===== src/rtl/mem_ram_arb_if.sv =====
// mem_ram_arb_if: bundles the two requester ports and the RAM-side port of
// the data-RAM arbiter.
//   Requester side : req0/1, we0/1, addr0/1[3:0], wdata0/1[31:0] (to arbiter)
//                    gnt0/1, rvalid0/1, rdata0/1[31:0]          (from arbiter)
//   RAM side       : ram_addr[3:0], ram_we, ram_wdata[31:0]    (from arbiter)
//                    ram_rdata[31:0]                            (to arbiter)
// slave  = arbiter view, master = view of the environment driving it.
interface mem_ram_arb_if;
    logic        req0;
    logic        req1;
    logic        we0;
    logic        we1;
    logic [3:0]  addr0;
    logic [3:0]  addr1;
    logic [31:0] wdata0;
    logic [31:0] wdata1;
    logic        gnt0;
    logic        gnt1;
    logic        rvalid0;
    logic        rvalid1;
    logic [31:0] rdata0;
    logic [31:0] rdata1;
    logic [3:0]  ram_addr;
    logic        ram_we;
    logic [31:0] ram_wdata;
    logic [31:0] ram_rdata;

    modport slave (
        input  req0, req1, we0, we1, addr0, addr1, wdata0, wdata1, ram_rdata,
        output gnt0, gnt1, rvalid0, rvalid1, rdata0, rdata1,
               ram_addr, ram_we, ram_wdata
    );

    modport master (
        output req0, req1, we0, we1, addr0, addr1, wdata0, wdata1, ram_rdata,
        input  gnt0, gnt1, rvalid0, rvalid1, rdata0, rdata1,
               ram_addr, ram_we, ram_wdata
    );
endinterface


===== src/rtl/mem_ram_arb.sv =====
// mem_ram_arb: two-port round-robin arbiter/sequencer for a 16x32 RAM with
// combinational read and write on the rising clock edge. One request is
// latched at a time, driven onto the RAM for exactly one cycle, and read
// data is returned registered one cycle later.
// Ports:
//   clk  - system clock
//   rst  - synchronous, active-high reset
//   bus  - mem_ram_arb_if.slave (requester ports 0/1 and RAM port)
//
// state | meaning
// IDLE  | waiting for a request; latches the winner's transaction
// BUSY  | latched transaction is at the RAM this cycle; gnt[sel] high
module mem_ram_arb (
    input  logic          clk,
    input  logic          rst,
    mem_ram_arb_if.slave  bus
);
    typedef enum logic {IDLE = 1'b0, BUSY = 1'b1} state_t;

    state_t      state_q, state_d;
    logic        sel_q, sel_d;
    logic        last_q, last_d;
    logic        we_q, we_d;
    logic [3:0]  addr_q, addr_d;
    logic [31:0] wdata_q, wdata_d;
    logic [31:0] rdata0_q, rdata0_d;
    logic [31:0] rdata1_q, rdata1_d;
    logic        rvalid0_q, rvalid0_d;
    logic        rvalid1_q, rvalid1_d;
    logic        pick;

    always_ff @(posedge clk) begin
        if (rst) begin
            state_q   <= IDLE;
            sel_q     <= 1'b0;
            last_q    <= 1'b1;
            we_q      <= 1'b0;
            addr_q    <= 4'h0;
            wdata_q   <= 32'h0;
            rdata0_q  <= 32'h0;
            rdata1_q  <= 32'h0;
            rvalid0_q <= 1'b0;
            rvalid1_q <= 1'b0;
        end else begin
            state_q   <= state_d;
            sel_q     <= sel_d;
            last_q    <= last_d;
            we_q      <= we_d;
            addr_q    <= addr_d;
            wdata_q   <= wdata_d;
            rdata0_q  <= rdata0_d;
            rdata1_q  <= rdata1_d;
            rvalid0_q <= rvalid0_d;
            rvalid1_q <= rvalid1_d;
        end
    end

    always_comb begin
        state_d   = state_q;
        sel_d     = sel_q;
        last_d    = last_q;
        we_d      = we_q;
        addr_d    = addr_q;
        wdata_d   = wdata_q;
        rdata0_d  = rdata0_q;
        rdata1_d  = rdata1_q;
        rvalid0_d = 1'b0;
        rvalid1_d = 1'b0;
        pick      = 1'b0;

        case (state_q)
            IDLE: begin
                if (bus.req0 || bus.req1) begin
                    // On a tie the port that was not served last wins.
                    pick    = (bus.req0 && bus.req1) ? ~last_q : bus.req1;
                    sel_d   = pick;
                    we_d    = pick ? bus.we1    : bus.we0;
                    addr_d  = pick ? bus.addr1  : bus.addr0;
                    wdata_d = pick ? bus.wdata1 : bus.wdata0;
                    state_d = BUSY;
                end
            end
            BUSY: begin
                last_d  = sel_q;
                state_d = IDLE;
                if (!we_q) begin
                    if (sel_q) begin
                        rdata1_d  = bus.ram_rdata;
                        rvalid1_d = 1'b1;
                    end else begin
                        rdata0_d  = bus.ram_rdata;
                        rvalid0_d = 1'b1;
                    end
                end
            end
            default: state_d = IDLE;
        endcase
    end

    // Grant and write strobe come from registered state only; rst masks them
    // so a reset landing in BUSY never reaches the RAM.
    assign bus.gnt0      = (state_q == BUSY) && !sel_q && !rst;
    assign bus.gnt1      = (state_q == BUSY) &&  sel_q && !rst;
    assign bus.ram_we    = (state_q == BUSY) &&  we_q  && !rst;
    assign bus.ram_addr  = addr_q;
    assign bus.ram_wdata = wdata_q;
    assign bus.rvalid0   = rvalid0_q;
    assign bus.rvalid1   = rvalid1_q;
    assign bus.rdata0    = rdata0_q;
    assign bus.rdata1    = rdata1_q;
endmodule


===== src/flat_wrapper.sv =====
// flat-port wrapper written by rule: the top's interface ports become plain ports
module mem_ram_arb_flat 
  (clk, rst, bus_req0, bus_req1, bus_we0, bus_we1, bus_addr0, bus_addr1, bus_wdata0, bus_wdata1, bus_ram_rdata, bus_gnt0, bus_gnt1, bus_rvalid0, bus_rvalid1, bus_rdata0, bus_rdata1, bus_ram_addr, bus_ram_we, bus_ram_wdata);
  mem_ram_arb_if bus_i ();
  input  logic clk;
  input  logic rst;
  input wire logic [$bits(bus_i.req0)-1:0] bus_req0;
  input wire logic [$bits(bus_i.req1)-1:0] bus_req1;
  input wire logic [$bits(bus_i.we0)-1:0] bus_we0;
  input wire logic [$bits(bus_i.we1)-1:0] bus_we1;
  input wire logic [$bits(bus_i.addr0)-1:0] bus_addr0;
  input wire logic [$bits(bus_i.addr1)-1:0] bus_addr1;
  input wire logic [$bits(bus_i.wdata0)-1:0] bus_wdata0;
  input wire logic [$bits(bus_i.wdata1)-1:0] bus_wdata1;
  input wire logic [$bits(bus_i.ram_rdata)-1:0] bus_ram_rdata;
  output wire logic [$bits(bus_i.gnt0)-1:0] bus_gnt0;
  output wire logic [$bits(bus_i.gnt1)-1:0] bus_gnt1;
  output wire logic [$bits(bus_i.rvalid0)-1:0] bus_rvalid0;
  output wire logic [$bits(bus_i.rvalid1)-1:0] bus_rvalid1;
  output wire logic [$bits(bus_i.rdata0)-1:0] bus_rdata0;
  output wire logic [$bits(bus_i.rdata1)-1:0] bus_rdata1;
  output wire logic [$bits(bus_i.ram_addr)-1:0] bus_ram_addr;
  output wire logic [$bits(bus_i.ram_we)-1:0] bus_ram_we;
  output wire logic [$bits(bus_i.ram_wdata)-1:0] bus_ram_wdata;
  assign bus_i.req0 = bus_req0;
  assign bus_i.req1 = bus_req1;
  assign bus_i.we0 = bus_we0;
  assign bus_i.we1 = bus_we1;
  assign bus_i.addr0 = bus_addr0;
  assign bus_i.addr1 = bus_addr1;
  assign bus_i.wdata0 = bus_wdata0;
  assign bus_i.wdata1 = bus_wdata1;
  assign bus_i.ram_rdata = bus_ram_rdata;
  assign bus_gnt0 = bus_i.gnt0;
  assign bus_gnt1 = bus_i.gnt1;
  assign bus_rvalid0 = bus_i.rvalid0;
  assign bus_rvalid1 = bus_i.rvalid1;
  assign bus_rdata0 = bus_i.rdata0;
  assign bus_rdata1 = bus_i.rdata1;
  assign bus_ram_addr = bus_i.ram_addr;
  assign bus_ram_we = bus_i.ram_we;
  assign bus_ram_wdata = bus_i.ram_wdata;
  mem_ram_arb u_core (.clk(clk), .rst(rst), .bus(bus_i));
endmodule

===== config.mk =====
export PLATFORM = sky130hd
export DESIGN_NAME = mem_ram_arb_flat
export DESIGN_NICKNAME = d
export VERILOG_FILES = /design/src/rtl/mem_ram_arb_if.sv /design/src/rtl/mem_ram_arb.sv /design/src/flat_wrapper.sv
export SDC_FILE = /design/constraint.sdc
export NUM_CORES = 1
export LEC_CHECK = 0
export CAP_MARGIN = 20
export CELL_PAD_IN_SITES_DETAIL_PLACEMENT = 0
export CELL_PAD_IN_SITES_GLOBAL_PLACEMENT = 1
export CORE_MARGIN = 2
export CORE_UTILIZATION = 24
export CTS_BUF_LIST = sky130_fd_sc_hd__clkbuf_16
export DETAILED_ROUTE_END_ITERATION = 7
export GPL_ROUTABILITY_DRIVEN = 0
export PLACE_DENSITY = 0.75
export REMOVE_ABC_BUFFERS = 1
export SETUP_SLACK_MARGIN = 0.4
export SYNTH_ARGS = -nofsm -noshare
export SYNTH_HDL_FRONTEND = slang
export SYNTH_SLANG_ARGS = --single-unit
export TNS_END_PERCENT = 50

===== constraint.sdc =====
create_clock -name clk -period 1.2 [get_ports clk]
set_input_delay 0.18 -clock clk [delete_from_list [all_inputs] [get_ports clk]]
set_output_delay 0.18 -clock clk [all_outputs]
set_load 0.01 [all_outputs]

# Yosys cells after proc, flatten, opt, wreduce, memory -nomap -nowiden
# Cells that the tools add are included.
[word_totals] regBits=106 input_bits=110 output_inout_bits=105 word_cells=36
[op_classes] muxes=8 n_bitwise=4 n_reduce_logical=14
[ops] operator="$mux 32" count=1
[ops] operator="$logic_and 1x1->1" count=7
[ops] operator="$reduce_and 3->1" count=2
[ops] operator="$mux 1" count=5
[ops] operator="$mux 4" count=1
[ops] operator="$not 1->1" count=4
[ops] operator="$reduce_or 3->1" count=1
[ops] operator="$logic_not 1->1" count=2
[ops] operator="$pmux 1 s2" count=1
[ops] operator="$reduce_and 2->1" count=1
[ops] operator="$logic_or 1x1->1" count=1

# Longest topological paths before layout
[logic_depth] ltp_word=3 ltp_mapped=5 ltp_nobuf=3

# Worst setup path before layout
# OpenSTA, ideal clock, no wires.
[synth_path] path_type="reg2reg" start="register u_core.state_q" end="register u_core.rdata0_q[10], in the netlist u_core.bus.rdata0[10]" setup_time_ns=0.132 arrival_time_ns=1.105 required_time_ns=1.068 path_slack_ns=-0.037 path_stages_with_launch=6 n_path_buf=2 period_less_slack_ns=1.237 path_cell_list="dfxtp_1 > or3b_1 > buf_2 > buf_6 > nand2_1 > a21oi_1"
[synth_between] elab_chain_len=1
[synth_rtl] item="start, declared" line_no="mem_ram_arb.sv:20" source="state_t state_q, state_d;"
[synth_rtl] item="start signal, assigned" line_no="mem_ram_arb.sv:45" source="state_q <= state_d;"
[synth_rtl] item="$reduce_and 3->1 (no line)"
[synth_rtl] item="end signal, assigned" line_no="mem_ram_arb.sv:51" source="rdata0_q <= rdata0_d;"
[synth_rtl] item="end, declared" line_no="mem_ram_arb.sv:26" source="logic [31:0] rdata0_q, rdata0_d;"
# No other way between the ends.
# A chain may end at the register's enable or synchronous reset.

# Worst setup path in the final report
[layout_path] start="register u_core.state_q" end="register u_core.rdata0_q[0], in the netlist u_core.bus.rdata0[0]"
# The elaborated chain is that of the path after synthesis.

==> results by group <==
Outcome
  • Outcome: finished, violations left
  • Failing checks: negative setup slack

Routing
  • Vias: between 4k and 5k
  • Overall routed net length: 16580 um
  • DR iter-0 viols: approximately 130
  • Number of nets with antenna violations after routing: 0
  • DRC errors left: 0
  • Wire per inst: about 17 um
  • Drt via density: roughly 4.6
  • 1st-pass router iterations: 4

Power and ir drop
  • Power Density: roughly 1200 mW/mm^2
  • VDD IR max: 686.2 uV
  • Leak: 3.070 nW

CTS
  • Total CTS buffers: 9
  • CTS root buffer: clkbuf_16
  • Sink Count: about 110
  • Hold-fix buffers, CTS: 0
  • Latest clock arrival within the worst-skew pair: 0.35 ns
  • Clock tree from TritonCTS: built
  • Clock Pin Slew Worst Setup and Hold Paths: 0.07 ns
  • H-tree Lvls: 3
  • Clk buf depth: 2

Floorplan
  • Die width: 134.5 um
  • Die area: 0.01808 sq mm
  • IO Pins: 215
  • Core box area: 0.01658 sq mm
  • Initial Utilization: 24.63%
  • Row cnt: 47
  • Die Y: roughly 130 um

Min path
  • Worst Hold Path Cells: 3
  • HP Class: input pin to flop

Place
  • Area after DPL: 0.006565 sq mm
  • IO buf count: about 210
  • Pre-CTS setup slack: -0.4323 ns
  • Hpwl dp: around 10000 um
  • Placed Cells: 921

STA
  • Max Clock Freq: between 0.7 and 0.8 GHz
  • Final setup fails: around 80
  • Hold Vio Cnt, Final: 0
  • Pins Over Slew Limit: 0
  • Final WS setup: -0.1825 ns
  • RSZ-0062 raised after global routing: yes
  • Clk_skew: 0.006893 ns
  • TNS Setup: -9.447 ns
  • Min cycle time layout: 1.383 ns
  • Worst slew margin: 46.99%
  • Worst slew pin tran: slightly below 0.8 ns
  • Final period utilization: 115.2%

Synthesis
  • Cell with the most instances after synthesis: nand2_1
  • Mapped Cells: ~510
  • Synth top cells by count: nand2_1, dfxtp_1, a21oi_1, nor2_1, a211oi_1
  • Synthesis-stage register bit count: roughly 110
  • Syn Std Cell Area: around 0.0041 sq mm
  • Post-synth top area share: between 50% and 60%
  • Prevailing post-synth register cell: dfxtp_1
  • Synth top area cells: dfxtp_1, nand2_1, a21oi_1, a211oi_1, nor2_1
  • Number of distinct library cells after synthesis: 22
  • Largest area contributor in the netlist: dfxtp_1
  • Ys async rst share: 0%
  • Post-Syn Area per Cell: slightly above 8 sq um
  • Ys Warns: 0
  • Sequential share of the synthesized area: a little over 50%
  • Post-synth EDFFs: 0

Setup path
  • Reg-to-reg endpoint: u_core.bus.rdata0[0]$_SDFFE_PP0P_
  • Crit start category: flop
  • Worst Reg-to-Reg Cells: 5
  • Critical path class: flop to flop
  • Critical Path End: u_core.bus.rdata0[0]$_SDFFE_PP0P_
  • CP endpoint kind: flop
  • Worst setup path startpoint: u_core.state_q$_SDFF_PP0_
  • Worst Path Required: ~1.4 ns
  • Crit path DAT: 1.58 ns
  • Reg2reg start: u_core.state_q$_SDFF_PP0_
  • Reg-to-reg slack, setup: -0.18 ns
  • CP Max Fanout: 24

Final layout
  • Cell area after layout: 0.007830 sq mm
  • Final std cells w/o fill: between 900 and 1k
  • ANT cells: 0
  • Final-layout fill cell count: about 1.6k
  • Area grow syn2layout: 91.67%
  • Nets: around 850
  • Flip-flop and latch area: 0.002241 sq mm
  • Multi-input gate area: between 0.002 and 0.0025 sq mm
  • Share of cells above drive strength 1: a little under half

GRT
  • Largest net degree at the start of global routing: 75
  • Number of global-route vias before repair: 4261
  • Initial antenna violation count: 0
  • Gr usage total: 16.16%
  • Total congestion overflow: 0
  • First-pass GRT wire length: 22740 um

Flow run
  • # Max-Cap Violations: 0
worst min path at each step:
| stage | from | endpoint | slack [ns] |
|---|---|---|---|
| detailed placement | u_core.bus.rdata1[2]$_SDFFE_PP0P_ | u_core.bus.rdata1[2]$_SDFFE_PP0P_ | 0.45 |
| global placement | u_core.bus.rdata1[30]$_SDFFE_PP0P_ | u_core.bus.rdata1[30]$_SDFFE_PP0P_ | 0.44 |
| global route | bus_wdata0[10] | u_core.bus.ram_wdata[10]$_SDFFE_PP0P_ | 0.38 |
| floorplan | rst | u_core.bus.ram_wdata[13]$_SDFFE_PP0P_ | 0.24 |
| finish | bus_wdata0[7] | u_core.bus.ram_wdata[7]$_SDFFE_PP0P_ | 0.37 |
| CTS | bus_addr0[3] | u_core.bus.ram_addr[3]$_SDFFE_PP0P_ | 0.35 |
flip-flops by register name (all words and copies together) (netlist names):
| name | count |
|---|---|
| u_core.bus.ram_addr | 4 |
| u_core.bus.ram_wdata | 32 |
| u_core.bus.rdata0 | 32 |
| u_core.bus.rdata1 | 32 |
| u_core.bus.rvalid0 | 1 |
| u_core.bus.rvalid1 | 1 |
| u_core.last_q | 1 |
| u_core.sel_q | 1 |
| u_core.state_q | 1 |
| u_core.we_q | 1 |
logic make-up after synthesis:
group	after synthesis	synth area share, %
simple gates	215	20.43
compound gates	144	21.56
flops	106	51.94
buf+inv	43	6.064
power breakdown:
group	switching (mW)	leakage, nW	internal (mW)	total, mW
Combinational	0.981	2.00	1.24	2.22
Sequential	0.191	0.902	3.77	3.96
Clock	1.34	0.168	2.02	3.37
Total	2.52	3.07	7.03	9.55
worst max-delay path: stages, from the launching register on:
cell     delay [ns]
dfxtp_2        0.36
buf_4          0.13
or3b_4         0.40
buf_12         0.18
nand2_1        0.09
a21oi_2        0.06
metal layers:
| metal | up-vias | share of wire (%) | global-route usage, % |
|---|---|---|---|
| li1 | 2153 | - | - |
| met2 | 192 | 49 | 26.59 |
| met4 | 0 | 1.1 | 5.848 |
| met3 | 12 | 11 | 7.545 |
| met5 | - | 0 | 0 |
| met1 | 2076 | 39 | 18.40 |
area by class of cell:
cell class / instances / area share, %
Sequential cell: 106 / 28.62
Timing Repair Buffer: 260 / 36.77
Inverter: 1 / 0.04794
Clock inverter: 7 / 1.406
Multi-Input combinational cell: 359 / 26.77
Tap cell: 220 / 3.515
Clock buffer: 9 / 2.876
cells in the final DEF, fill, tap and decap left out, drive strengths merged:
cell type | synthesis | final
inv | 1 | 3
a21oi | 102 | 102
o21bai | 1 | 1
nor2 | 42 | 42
clkbuf | 13 | 17
nand2 | 167 | 167
buf | 29 | 137
dfxtp | 106 | 106
a21boi | 1 | 1
and3b | 1 | 1
bufinv | 0 | 3
o21ba | 1 | 1
clkdlybuf4s50 | 0 | 106
nor3 | 1 | 1
clkinv | 0 | 1
nor3b | 2 | 2
a21bo | 1 | 1
clkdlybuf4s15 | 0 | 7
nand3b | 1 | 1
a22oi | 1 | 1
clkinvlp | 0 | 1
a211oi | 37 | 37
or3b | 1 | 1
dlygate4sd2 | 0 | 2
stage by stage:
step | utilization, % | power (mW) | hold WS [ns]
floorplan | - | 4.530 | 0.2446
finish | 47.22 | 9.545 | 0.3660
global route | 47.22 | 9.933 | 0.3836
CTS | 43.52 | 9.308 | 0.3475
detailed placement | 39.59 | 5.717 | 0.4463
global placement | 39.59 | 5.693 | 0.4410
what timing repair did:
item | 4_1_cts | 5_1_grt
setup endpoints to repair | 211 | 211
gates cloned | 3 | 12
pin swaps | 25 | 27
resized for setup | 604 | 99
buffers inserted | 5 | 5
Power figures use the tool's default switching activity.
